===== config.mk =====
export PLATFORM = sky130hd
export DESIGN_NAME = percep_ctrl_gen
export DESIGN_NICKNAME = d
export VERILOG_FILES = /design/src/rtl/percep_ctrl_gen.sv
export SDC_FILE = /design/constraint.sdc
export NUM_CORES = 1
export LEC_CHECK = 0
export CORE_MARGIN = 3
export CORE_UTILIZATION = 50
export CTS_CLUSTER_SIZE = 20
export DETAILED_ROUTE_END_ITERATION = 8
export GPL_ROUTABILITY_DRIVEN = 0
export HOLD_SLACK_MARGIN = 0.1
export MAX_ROUTING_LAYER = met4
export PLACE_DENSITY = 0.81
export SYNTH_ARGS = -nofsm -noshare
export SYNTH_HDL_FRONTEND = slang
export SYNTH_SLANG_ARGS = --single-unit

===== constraint.sdc =====
create_clock -name clk -period 3.4 [get_ports clk]
set_clock_uncertainty 0.2 [all_clocks]
set_input_delay 0.34 -clock clk [delete_from_list [all_inputs] [get_ports clk]]
set_output_delay 0.34 -clock clk [all_outputs]
set_load 0.01 [all_outputs]

===== src/rtl/percep_ctrl_gen.sv =====
// Perceptron inference controller: sequences ydx/wght memory preload and per-sample
// net accumulation, compares actual vs desired output and tallies mismatches per run.
module percep_ctrl_gen #(
  parameter int ATTR      = 5,
  parameter int INFER_NUM = 20,
  parameter int PIP_LAT   = 1,
  parameter int RD_LAT    = 1,
  parameter int ERR_THR   = 0,
  parameter int ADDR_YDX  = 7,
  parameter int ADDR_WGHT = 3,
  parameter int CW        = $clog2(INFER_NUM + 1)
) (
  input  logic                 clk,
  input  logic                 rst_n,
  input  logic                 start,
  input  logic                 mode_load,
  input  logic                 sign_out,
  input  logic                 yd,
  output logic                 mem_cs_ydx,
  output logic                 mem_we_ydx,
  output logic                 mem_oe_ydx,
  output logic [ADDR_YDX-1:0]  d_addr_ydx,
  output logic                 mem_cs_wght,
  output logic                 mem_we_wght,
  output logic                 mem_oe_wght,
  output logic [ADDR_WGHT-1:0] d_addr_wght,
  output logic                 rst_add1,
  output logic                 ya_valid,
  output logic                 ya,
  output logic [CW-1:0]        err_cnt,
  output logic                 busy,
  output logic                 infer_done,
  output logic                 infer_fail
);

  // state   | meaning
  // IDLE    | waiting for start after reset
  // STORE   | preload: one ydx/wght word written per cycle
  // CAL_NET | fetch ATTR operands, then drain the adder pipeline
  // CAL_YA  | one cycle: ya valid, mismatch tallied, next sample selected
  // DONE    | run complete; err_cnt and infer_fail held until restart
  typedef enum logic [2:0] {
    IDLE    = 3'd0,
    STORE   = 3'd1,
    CAL_NET = 3'd2,
    CAL_YA  = 3'd3,
    DONE    = 3'd4
  } state_t;

  localparam int NW = $clog2(ATTR + PIP_LAT + 1);
  localparam int SW = $clog2(INFER_NUM + 1);

  localparam logic [ADDR_YDX-1:0] STORE_LAST  = ADDR_YDX'(INFER_NUM * ATTR + ATTR - 1);
  localparam logic [ADDR_YDX-1:0] WGHT_BASE   = ADDR_YDX'(INFER_NUM * ATTR);
  localparam logic [ADDR_YDX-1:0] ATTR_Y      = ADDR_YDX'(ATTR);
  localparam logic [NW-1:0]       NET_LAST    = NW'(ATTR + PIP_LAT - 1);
  localparam logic [NW-1:0]       ATTR_N      = NW'(ATTR);
  localparam logic [NW-1:0]       ATTR_M1     = NW'(ATTR - 1);
  localparam logic [NW-1:0]       RD_LAT_N    = NW'(RD_LAT);
  localparam logic [SW-1:0]       LAST_SAMPLE = SW'(INFER_NUM - 1);

  state_t state, state_nxt;

  // addr is the STORE write address, then reused as the running s*ATTR sample base
  logic [ADDR_YDX-1:0] addr;
  logic [NW-1:0]       net_cnt;
  logic [SW-1:0]       sample;
  logic                yd_lat;
  logic [15:0]         fsm_cyc;

  logic          start_go;
  logic          fetch;
  logic [NW-1:0] net_hold;
  logic          mismatch;

  assign start_go = start && ((state == IDLE) || (state == DONE));
  assign fetch    = net_cnt < ATTR_N;
  assign net_hold = fetch ? net_cnt : ATTR_M1;
  assign mismatch = (~sign_out) != yd_lat;

  always_comb begin
    state_nxt   = state;
    mem_cs_ydx  = 1'b0;
    mem_we_ydx  = 1'b0;
    mem_oe_ydx  = 1'b0;
    d_addr_ydx  = '0;
    mem_cs_wght = 1'b0;
    mem_we_wght = 1'b0;
    mem_oe_wght = 1'b0;
    d_addr_wght = '0;
    rst_add1    = 1'b0;
    ya_valid    = 1'b0;
    ya          = 1'b0;
    busy        = 1'b0;
    infer_done  = 1'b0;
    infer_fail  = 1'b0;

    case (state)
      IDLE: begin
        if (start_go) state_nxt = mode_load ? STORE : CAL_NET;
      end

      STORE: begin
        busy        = 1'b1;
        mem_cs_ydx  = 1'b1;
        mem_cs_wght = 1'b1;
        d_addr_ydx  = addr;
        if (addr < WGHT_BASE) begin
          mem_we_ydx = 1'b1;
        end else begin
          mem_we_wght = 1'b1;
          d_addr_wght = ADDR_WGHT'(addr - WGHT_BASE);
        end
        if (addr == STORE_LAST) state_nxt = CAL_NET;
      end

      CAL_NET: begin
        busy        = 1'b1;
        d_addr_ydx  = addr + ADDR_YDX'(net_hold);
        d_addr_wght = ADDR_WGHT'(net_hold);
        rst_add1    = (net_cnt == '0);
        if (fetch) begin
          mem_cs_ydx  = 1'b1;
          mem_oe_ydx  = 1'b1;
          mem_cs_wght = 1'b1;
          mem_oe_wght = 1'b1;
        end
        if (net_cnt == NET_LAST) state_nxt = CAL_YA;
      end

      CAL_YA: begin
        busy        = 1'b1;
        d_addr_ydx  = addr + ADDR_YDX'(ATTR_M1);
        d_addr_wght = ADDR_WGHT'(ATTR_M1);
        ya_valid    = 1'b1;
        ya          = ~sign_out;
        state_nxt   = (sample == LAST_SAMPLE) ? DONE : CAL_NET;
      end

      DONE: begin
        infer_done = 1'b1;
        infer_fail = int'(err_cnt) > ERR_THR;
        if (start_go) state_nxt = mode_load ? STORE : CAL_NET;
      end

      default: state_nxt = IDLE;
    endcase
  end

  always_ff @(posedge clk) begin
    if (!rst_n) begin
      state   <= IDLE;
      addr    <= '0;
      net_cnt <= '0;
      sample  <= '0;
      err_cnt <= '0;
      yd_lat  <= 1'b0;
      fsm_cyc <= '0;
    end else begin
      state <= state_nxt;

      if ((state == CAL_NET || state == CAL_YA) && fsm_cyc != 16'hFFFF)
        fsm_cyc <= fsm_cyc + 16'd1;

      case (state)
        IDLE, DONE: begin
          if (start_go) begin
            addr    <= '0;
            net_cnt <= '0;
            sample  <= '0;
            err_cnt <= '0;
          end
        end

        STORE: begin
          net_cnt <= '0;
          addr    <= (addr == STORE_LAST) ? '0 : addr + ADDR_YDX'(1);
        end

        CAL_NET: begin
          net_cnt <= (net_cnt == NET_LAST) ? '0 : net_cnt + NW'(1);
          if (net_cnt == RD_LAT_N) yd_lat <= yd;
        end

        CAL_YA: begin
          net_cnt <= '0;
          sample  <= sample + SW'(1);
          addr    <= addr + ATTR_Y;
          err_cnt <= err_cnt + CW'(mismatch);
        end

        default: ;
      endcase
    end
  end

endmodule

==> flow_metrics.tcl, run 1 <==
set metrics [dict create \
    ys_async_sr_fraction_pct 0 \
    rsz0062_at_grt "false" \
    grt_pass1_vias 1641 \
    p_sw_uw 194.6 \
    endpoint_kind "primary output" \
    grt_first_pass_wirelength_um 7879 \
    ant_nets 0 \
    path_class "reg2out" \
    grt_max_degree 19 \
    synth_top_family_by_area "compound AO/OA/AOI/OAI gates" \
    synth_xor_area_share_pct 3.278 \
    yosysWarnings 0 \
    setup_tns_ns 0 \
    die_h_um 67.17 \
    vias_per_cell 5.936 \
    synth_fa_ha_area_share_pct 7.759 \
    ir_drop_v 0.0003366 \
    antenna_found_initial 0 \
    cell_internal_pwr_uw 460.4 \
    finalHoldViolations 0 \
    syn_area_per_cell_um2 7.730 \
    leakagePower_nw 0.8804 \
    num-nets-final 286 \
    maxCapViolations 0 \
    drv_slew 0 \
    grt_overflow 0 \
    die_w_um 67.17 \
    drcViolationCount 0 \
    coreArea_um2 3468 \
    synth-compound-area-share_pct 28.56 \
    start_util_pct 53.93 \
    clkLatencyLatePin_ns 0.27 \
    status "finished clean" \
    seqPwrFrac_pct 46.5 \
    cp.arrival_ns 2.67 \
    synth_edf_count 0 \
    setup_viol 0 \
    dp_hpwl_um 3433 \
    p_per_area_nw_per_um2 288.3 \
    post_synth_instance_area_um2 1871 \
    synth-simple-area-share_pct 26.22 \
    route.detailed.wl_per_inst_um 14.70 \
    grt_usage_pct 22.88 \
    min_path_type "reg2reg" \
    wl_um 4615 \
    pwr-share-clk_pct 29.3 \
    relSlewSlack_pct 57.66 \
    crit_path_start_kind "flop" \
    cts_tree "built" \
    ys_ff_latch 24 \
    muxShareOfSynthArea_pct 1.605 \
    fmax_mhz 311.2 \
    cp_max_fo 8 \
    cp_data_required_time_ns 2.86 \
    tightest_slew_ns 0.6343 \
    numCtsBuffers 3 \
    die_area_um2 4511 \
    drtIter0Drc 177 \
    finalCriticalPeriod_ns 3.214 \
    power_uw 655.0 \
    synthCells 242 \
    antenna_cells 0 \
    ios 33 \
    num_rows 21 \
    clockBufferDepth 2 \
    vias 1864 \
    syn_nets 259 \
    area_delta_synth_final_pct 21.47 \
    drt_first_pass_iters 4 \
    final_min_period_over_clock_period_pct 94.52 \
    drive_above_1_share_pct 8.582 \
    netSwitchingFraction_pct 29.71 \
    ctsHoldBuffers 0 \
    clk_pin_slew_worst_paths_ns 0.08 \
    seq_area_frac_synth_pct 25.69 \
    synth_ff_type "dfxtp_1" \
    yosys.cell_types.count 57 \
    cts-root-buf "clkbuf_8" \
    io_buffer_count 32 \
    p_comb_share_pct 24.1 \
    htreeDepth 1 \
    clock_sinks 24 \
]
[critical path, cell delays in order, from the launching register on]
cell and delay, ns:
dfxtp_2 0.39, nor2b_1 0.16, ha_1 0.17, inv_1 0.05
fa_1 0.37, nand2b_1 0.22, a21boi_2 0.17, mux2i_1 0.08
a311o_1 0.32, clkdlybuf4s50_1 0.48
[Yosys cell counts, types with 2 or more instances]
| library cell | count | share of area [%] |
|---|---|---|
| o21ai_0 | 13 | 3.5 |
| nand3_1 | 11 | 2.9 |
| nor3_1 | 6 | 1.6 |
| a21oi_1 | 24 | 6.4 |
| xnor2_1 | 5 | 2.3 |
| dfxtp_1 | 24 | 26 |
| nand3b_1 | 4 | 1.6 |
| a21boi_0 | 2 | 0.80 |
| mux2i_1 | 3 | 1.6 |
| a2bb2oi_1 | 2 | 0.94 |
| nand2_1 | 14 | 2.8 |
| nand2b_1 | 6 | 2.0 |
| and2_1 | 3 | 1.0 |
| nor2_1 | 27 | 5.4 |
| nand4_1 | 3 | 1.0 |
| ha_1 | 10 | 6.7 |
| a21o_1 | 2 | 0.80 |
| inv_1 | 9 | 1.8 |
| o211a_1 | 2 | 1.1 |
| o21a_1 | 2 | 0.80 |
| buf_2 | 7 | 1.9 |
| buf_4 | 5 | 2.0 |
| o2111ai_1 | 2 | 0.94 |
| nor4b_1 | 2 | 0.94 |
| a31oi_1 | 4 | 1.3 |
| xor2_1 | 2 | 0.94 |
| inv_2 | 2 | 0.40 |
| a311o_1 | 2 | 1.1 |
| a221o_1 | 2 | 1.1 |
| o21ai_1 | 3 | 0.80 |
| a22oi_1 | 7 | 2.8 |
| nor2b_1 | 3 | 1.0 |
| a211o_1 | 2 | 0.94 |
| clkbuf_1 | 4 | 0.80 |
[cells in the final DEF, fill, tap and decap left out, types with 3 or more instances in the layout]
| cell | Yosys | layout |
|---|---|---|
| buf_4 | 5 | 6 |
| o21ai_1 | 3 | 3 |
| mux2i_1 | 3 | 3 |
| nor2_1 | 27 | 27 |
| nand4_1 | 3 | 3 |
| xnor2_1 | 5 | 5 |
| and2_1 | 3 | 3 |
| nand2_1 | 14 | 14 |
| dfxtp_1 | 24 | 22 |
| inv_1 | 9 | 9 |
| a22oi_1 | 7 | 7 |
| ha_1 | 10 | 10 |
| o21ai_0 | 13 | 13 |
| a31oi_1 | 4 | 4 |
| nand3b_1 | 4 | 4 |
| a21oi_1 | 24 | 24 |
| nand2b_1 | 6 | 6 |
| nand3_1 | 11 | 11 |
| nor3_1 | 6 | 6 |
| clkdlybuf4s50_1 | 0 | 31 |
| clkbuf_8 | 0 | 4 |
[path summary, 6_finish.rpt]
kind               from             to  slack [ns]  cells after the start
min           sample[4]      sample[4]        0.27                      1
min reg2reg   sample[4]      sample[4]        0.27                      1
max          net_cnt[0]  d_addr_ydx[4]        0.19                      9
max reg2reg    state[1]       state[0]        1.39                      4
[metal layers]
| metal | GRT usage, % | wire [um] |
|---|---|---|
| met5 | - | 0 |
| met4 | 1.772 | 7 |
| met3 | 3.494 | 355 |
| met2 | 35.34 | 2092 |
| met1 | 32.96 | 2160 |
[logic make-up (layout without fill, tap and decap cells)]
| kind of cell | count (synthesis) | in the layout |
|---|---|---|
| and+or+nand+nor | 91 | 91 |
| adders and majority gates | 11 | 11 |
| xor gates and xnor gates | 7 | 7 |
| AOI/OAI and AO/OA | 79 | 79 |
| muxes | 3 | 3 |
| buffers and inverters | 27 | 53 |
| DFF | 24 | 24 |
[registers in the layout, summed over array words and instances, names as in the netlist]
signal / flops
sample: 5
addr: 7
net_cnt: 3
state: 3
yd_lat: 1
err_cnt: 5
[what timing repair did]
| item | CTS | global route |
|---|---|---|
| buffers inserted | 0 | 0 |
| setup endpoints to repair | 1 | 2 |
| resized for setup | 1 | 5 |
[power by group through the flow]
stage,Combinational [mW],Clock (mW),Sequential (mW)
2_1_floorplan,0.108,0,0.301
4_1_cts,0.157,0.195,0.304
3_5_place_dp,0.157,0,0.311
3_3_place_gp,0.156,0,0.310
6_report,0.158,0.192,0.305
5_1_grt,0.173,0.208,0.307
[metrics by stage]
stage	cell area [um^2]	utilization [%]	hold WS (ns)	cells	worst slack (ns)
floorplan	1871	-	0.2221	242	0.8281
global placement	2206	63.60	0.2392	310	0.2691
detailed placement	2206	63.60	0.2497	310	0.2479
CTS	2262	65.22	0.2616	314	0.01641
global route	2272	65.51	0.3109	314	0.02499
finish	2272	65.51	0.2660	314	0.1864
[cell type report]
cell class | instances | area (um^2)
sequential | 24 | 483.0
inverter | 11 | 41.29
timing repair buffer | 38 | 367.9
fill | 310 | 1196
multi-input combinational | 191 | 1267
tap | 46 | 57.56
clock buffer | 4 | 55.05
(Power assumes the default switching activity.)
==> run 2: changes to the inputs <==
--- a/config.mk
+++ b/config.mk
@@ -15,2 +15,3 @@
 export PLACE_DENSITY = 0.81
+export SKIP_LAST_GASP = 1
 export SYNTH_ARGS = -nofsm -noshare
==> constraint.sdc (replaced) <==
create_clock -name clk -period 3.7 [get_ports clk]
set_clock_uncertainty 0.2 [all_clocks]
set_input_delay 0.74 -clock clk [delete_from_list [all_inputs] [get_ports clk]]
set_output_delay 0.74 -clock clk [all_outputs]
set_load 0.01 [all_outputs]
==> flow_metrics.tcl, run 2 (synthesis gave the netlist of run 1 again) <==
set metrics [dict create \
    status "finished clean" \
    rsz0062_at_grt "false" \
    htreeDepth 1 \
    cp_data_required_time_ns 2.76 \
    r2r_cells 4 \
    grt_pass1_vias 1743 \
    finalCriticalPeriod_ns 3.534 \
    drtIter0Drc 105 \
    cp_max_fo 9 \
    die_w_um 67.17 \
    ios 33 \
    min_path_type "reg2reg" \
    dp_hpwl_um 3586 \
    io_buffer_count 32 \
    num-nets-final 288 \
    coreArea_um2 3468 \
    layout_commonest_cell "clkdlybuf4s50_1" \
    endpoint_kind "primary output" \
    area_delta_synth_final_pct 23.34 \
    wl_um 4897 \
    path_class "reg2out" \
    layout_common_cells "31 x clkdlybuf4s50_1, 27 x nor2_1, 23 x a21oi_1, 22 x dfxtp_1, 14 x nand2_1" \
    wl_met2_um 2234 \
    drcViolationCount 0 \
    drt_first_pass_iters 4 \
    cp.arrival_ns 2.59 \
    route.detailed.wl_per_inst_um 15.50 \
    crit_start "net_cnt[2]" \
    m1WireLength_um 2333 \
    tightest_slew_ns 0.7706 \
    grt_usage_pct 24.70 \
    r2r_slack_ns 1.57 \
    r2r_start "state[1]" \
    ctsHoldBuffers 0 \
    power_uw 668.4 \
    setup_viol 0 \
    num_rows 21 \
    die_area_um2 4511 \
    dr_wl_met3_um 247 \
    top_regs "addr (7), err_cnt (5), sample (5)" \
    maxCapViolations 0 \
    grt_first_pass_wirelength_um 8286 \
    crit_path_start_kind "flop" \
    clkLatencyLatePin_ns 0.28 \
    grt_overflow 0 \
    cts_setup_buffers 0 \
    numCtsBuffers 3 \
    largest_register "addr" \
    grt_max_degree 21 \
    vias 1888 \
    crit_end "d_addr_ydx[4]" \
    ir_drop_v 0.0001794 \
    final_cell_area_um2 2307 \
    ant_nets 0 \
    drv_slew 0 \
    p_per_area_nw_per_um2 289.7 \
    placed_cell_area_um2 2221 \
    start_util_pct 53.93 \
    antenna_found_initial 0 \
    finalHoldViolations 0 \
    setup_tns_ns 0 \
    relSlewSlack_pct 48.56 \
    clockBufferDepth 2 \
    clock_sinks 24 \
    die_h_um 67.17 \
    antenna_cells 0 \
    routed.top_layer "met4" \
    largest_reg_flops 7 \
    final_min_period_over_clock_period_pct 95.51 \
    cts-root-buf "clkbuf_8" \
    vias_per_cell 5.975 \
    clk_pin_slew_worst_paths_ns 0.08 \
    drive_above_1_share_pct 9.630 \
    fmax_mhz 283.0 \
    timing.rr.end "state[0]" \
    cts_tree "built" \
    leakagePower_nw 0.8938 \
]
## run 2: through the flow
step / util [%] / instances / setup slack [ns] / hold WS (ns)
global route: 66.52 / 316 / 0.02505 / 0.2979
CTS: 66.16 / 316 / 0.03720 / 0.2646
floorplan: - / 242 / 0.7281 / 0.2221
detailed placement: 64.03 / 312 / 0.2261 / 0.2520
global placement: 64.03 / 312 / 0.2508 / 0.2453
finish: 66.52 / 316 / 0.1663 / 0.2677
## run 2: final cells by class
type	count	area [um^2]
multi-input cells	191	1275
fillers	315	1161
flip-flops and latches	24	483.0
repair buffers	40	379.1
well taps	46	57.56
clock buffers	3	41.29
inverters	11	41.29
clock inverters	1	30.03
## run 2: worst min-delay path by stage
| stage | to | depth (start not counted) | start | slack (ns) |
|---|---|---|---|---|
| after floorplan | sample[4] | 1 | sample[4] | 0.22 |
| after global placement | sample[4] | 1 | sample[4] | 0.25 |
| after detailed placement | sample[4] | 1 | sample[4] | 0.25 |
| after CTS | sample[4] | 1 | sample[4] | 0.26 |
| after global routing | sample[4] | 1 | sample[4] | 0.30 |
| final | sample[4] | 1 | sample[4] | 0.27 |
## run 2: what timing repair did
item	CTS	global route
gates cloned	0	0
setup endpoints to repair	2	2
pin swaps	0	1
gates resized for setup	3	4
## run 2: per-layer routing
layer  up-vias  track usage (%)
li1        943                -
met1       885            32.55
met2        53            37.91
met3         7            3.328
met4         0            10.38
met5         -                -
## run 2: worst max-delay path: stages, from the launching register on
cell	delay [ns]
dfxtp_2	0.37
nor2b_1	0.12
ha_1	0.17
inv_1	0.05
fa_1	0.39
nand2b_4	0.17
a21boi_1	0.15
mux2i_1	0.09
a311o_1	0.32
clkdlybuf4s50_1	0.48
## run 2: power breakdown
part	leakage, nW	switching, mW	internal, mW	total, mW
logic	0.663	0.0827	0.0653	0.148
registers	0.195	0.0160	0.265	0.281
clock network	0.0357	0.0944	0.145	0.240
==> run 3: changes to the inputs <==
CTS_CLUSTER_DIAMETER = 40   (was unset)
TNS_END_PERCENT = 50   (was unset)
==> flow_metrics.tcl, run 3 (synthesis gave the netlist of run 1 again) <==
set metrics [dict create \
    status "finished clean" \
    clockBufferDepth 2 \
    largest_register "addr" \
    routed.top_layer "met4" \
    drv_slew 0 \
    endpoint_kind "primary output" \
    crit_buf_inv 2 \
    final_min_period_over_clock_period_pct 95.49 \
    wl_met2_um 2185 \
    cp_slowest_cell "clkdlybuf4s50_1" \
    r2r_slack_ns 1.58 \
    hold_depth 1 \
    grt_usage_pct 24.70 \
    place_ws_ns 0.2261 \
    numCtsBuffers 3 \
    r2r_start "state[1]" \
    grt_max_degree 21 \
    grt_overflow 0 \
    leakagePower_nw 0.8932 \
    coreArea_um2 3468 \
    drtIter0Drc 90 \
    m1WireLength_um 2296 \
    final_util_pct 66.41 \
    num-nets-final 288 \
    top_regs "addr (7), err_cnt (5), sample (5)" \
    drive_above_1_share_pct 9.259 \
    fin_ws_ns 0.1670 \
    ant_nets 0 \
    drt_first_pass_iters 4 \
    start_util_pct 53.93 \
    rsz0062_at_grt "true" \
    min_path_type "reg2reg" \
    cp.arrival_ns 2.59 \
    nFillCells 315 \
    layout_commonest_cell "clkdlybuf4s50_1" \
    drcViolationCount 0 \
    seq_area_um2 483.0 \
    area_delta_synth_final_pct 23.14 \
    ios 33 \
    wl_um 4928 \
    htreeDepth 1 \
    grt_first_pass_wirelength_um 8286 \
    finalNonFillerCells 316 \
    ir_drop_v 0.0001793 \
    dp.cells 312 \
    cts_setup_buffers 0 \
    hold_path_end "sample[4]" \
    clkLatencyLatePin_ns 0.28 \
    antenna_cells 0 \
    max_stage_delay_ns 0.48 \
    cp_max_fo 9 \
    r2r_cells 4 \
    clock_sinks 24 \
    die_area_um2 4511 \
    die_h_um 67.17 \
    grt_pass1_vias 1743 \
    cts-root-buf "clkbuf_8" \
    clk_pin_slew_worst_paths_ns 0.08 \
    cts_tree "built" \
    layout_common_cells "31 x clkdlybuf4s50_1, 27 x nor2_1, 24 x a21oi_1, 22 x dfxtp_1, 14 x nand2_1" \
    finalHoldViolations 0 \
    relSlewSlack_pct 48.18 \
    antenna_found_initial 0 \
    crit_family "adder cells" \
    timing.rr.end "state[0]" \
    p_per_area_nw_per_um2 290.1 \
    worstPathCellList "nor2b_1 -> ha_1 -> inv_1 -> fa_1 -> nand2b_4 -> a21boi_1 -> mux2i_1 -> a311o_1 -> clkdlybuf4s50_1" \
    crit_path_start_kind "flop" \
    num_rows 21 \
    dp_hpwl_um 3586 \
    vias 1917 \
    cp_data_required_time_ns 2.76 \
    die_w_um 67.17 \
    finalCriticalPeriod_ns 3.533 \
    hp-start "sample[4]" \
    setup_viol 0 \
    route.detailed.wl_per_inst_um 15.59 \
    multiInputGateArea_um2 1271 \
    largest_reg_flops 7 \
    vias_per_cell 6.066 \
    ctsHoldBuffers 0 \
    tightest_slew_ns 0.7763 \
    path_class "reg2out" \
    fmax_mhz 283.0 \
    io_buffer_count 32 \
    maxCapViolations 0 \
    dr_wl_met3_um 348 \
]
[run 3: cell counts in the layout (fill, tap and decap cells not counted)]
No cell type changed its count.
[run 3: where the power goes]
part | switching (mW) | leakage, nW | internal (mW) | total (mW)
logic | 0.0831 | 0.662 | 0.0653 | 0.148
registers | 0.0161 | 0.195 | 0.265 | 0.281
clock network | 0.0938 | 0.0357 | 0.145 | 0.239
total | 0.193 | 0.893 | 0.475 | 0.668
[run 3: area by class of cell]
cell class | instances | share of cell area (%)
Multi-Input combinational cell | 191 | 55.19
Sequential cell | 24 | 20.97
Timing Repair Buffer | 40 | 16.46
Tap cell | 46 | 2.499
Clock buffer | 3 | 1.793
Inverter | 11 | 1.793
Clock inverter | 1 | 1.304
[run 3: how the worst max path moves through the flow]
stage	start	end	slack (ns)	cells past startpoint
2_1_floorplan	net_cnt[0]	d_addr_ydx[6]	0.73	8
3_3_place_gp	net_cnt[2]	d_addr_ydx[6]	0.25	9
3_5_place_dp	net_cnt[2]	d_addr_ydx[6]	0.23	9
4_1_cts	net_cnt[2]	d_addr_ydx[4]	0.04	9
5_1_grt	net_cnt[1]	d_addr_ydx[5]	-0.03	7
6_report	net_cnt[2]	d_addr_ydx[4]	0.17	9
[run 3: layer usage]
| layer | up-vias | track usage (%) |
|---|---|---|
| li1 | 946 | - |
| met1 | 884 | 32.55 |
| met2 | 78 | 37.91 |
| met3 | 9 | 3.328 |
| met4 | 0 | 10.38 |
| met5 | - | - |
[run 3: repair_timing]
action	4_1_cts	5_1_grt
pin swaps	0	1
resized for setup	3	3
endpoints found under the hold margin	0	0
setup endpoints to repair	2	2
[run 3: through the flow]
stage | total power, mW | setup TNS, ns | hold WS (ns) | instance area, um^2
after floorplan | 0.3762 | 0 | 0.2221 | 1871
after global placement | 0.4311 | 0 | 0.2453 | 2221
after detailed placement | 0.4329 | 0 | 0.2520 | 2221
after CTS | 0.6703 | 0 | 0.2646 | 2295
after global routing | 0.6958 | -0.02680 | 0.2979 | 2303
final | 0.6683 | 0 | 0.2675 | 2303
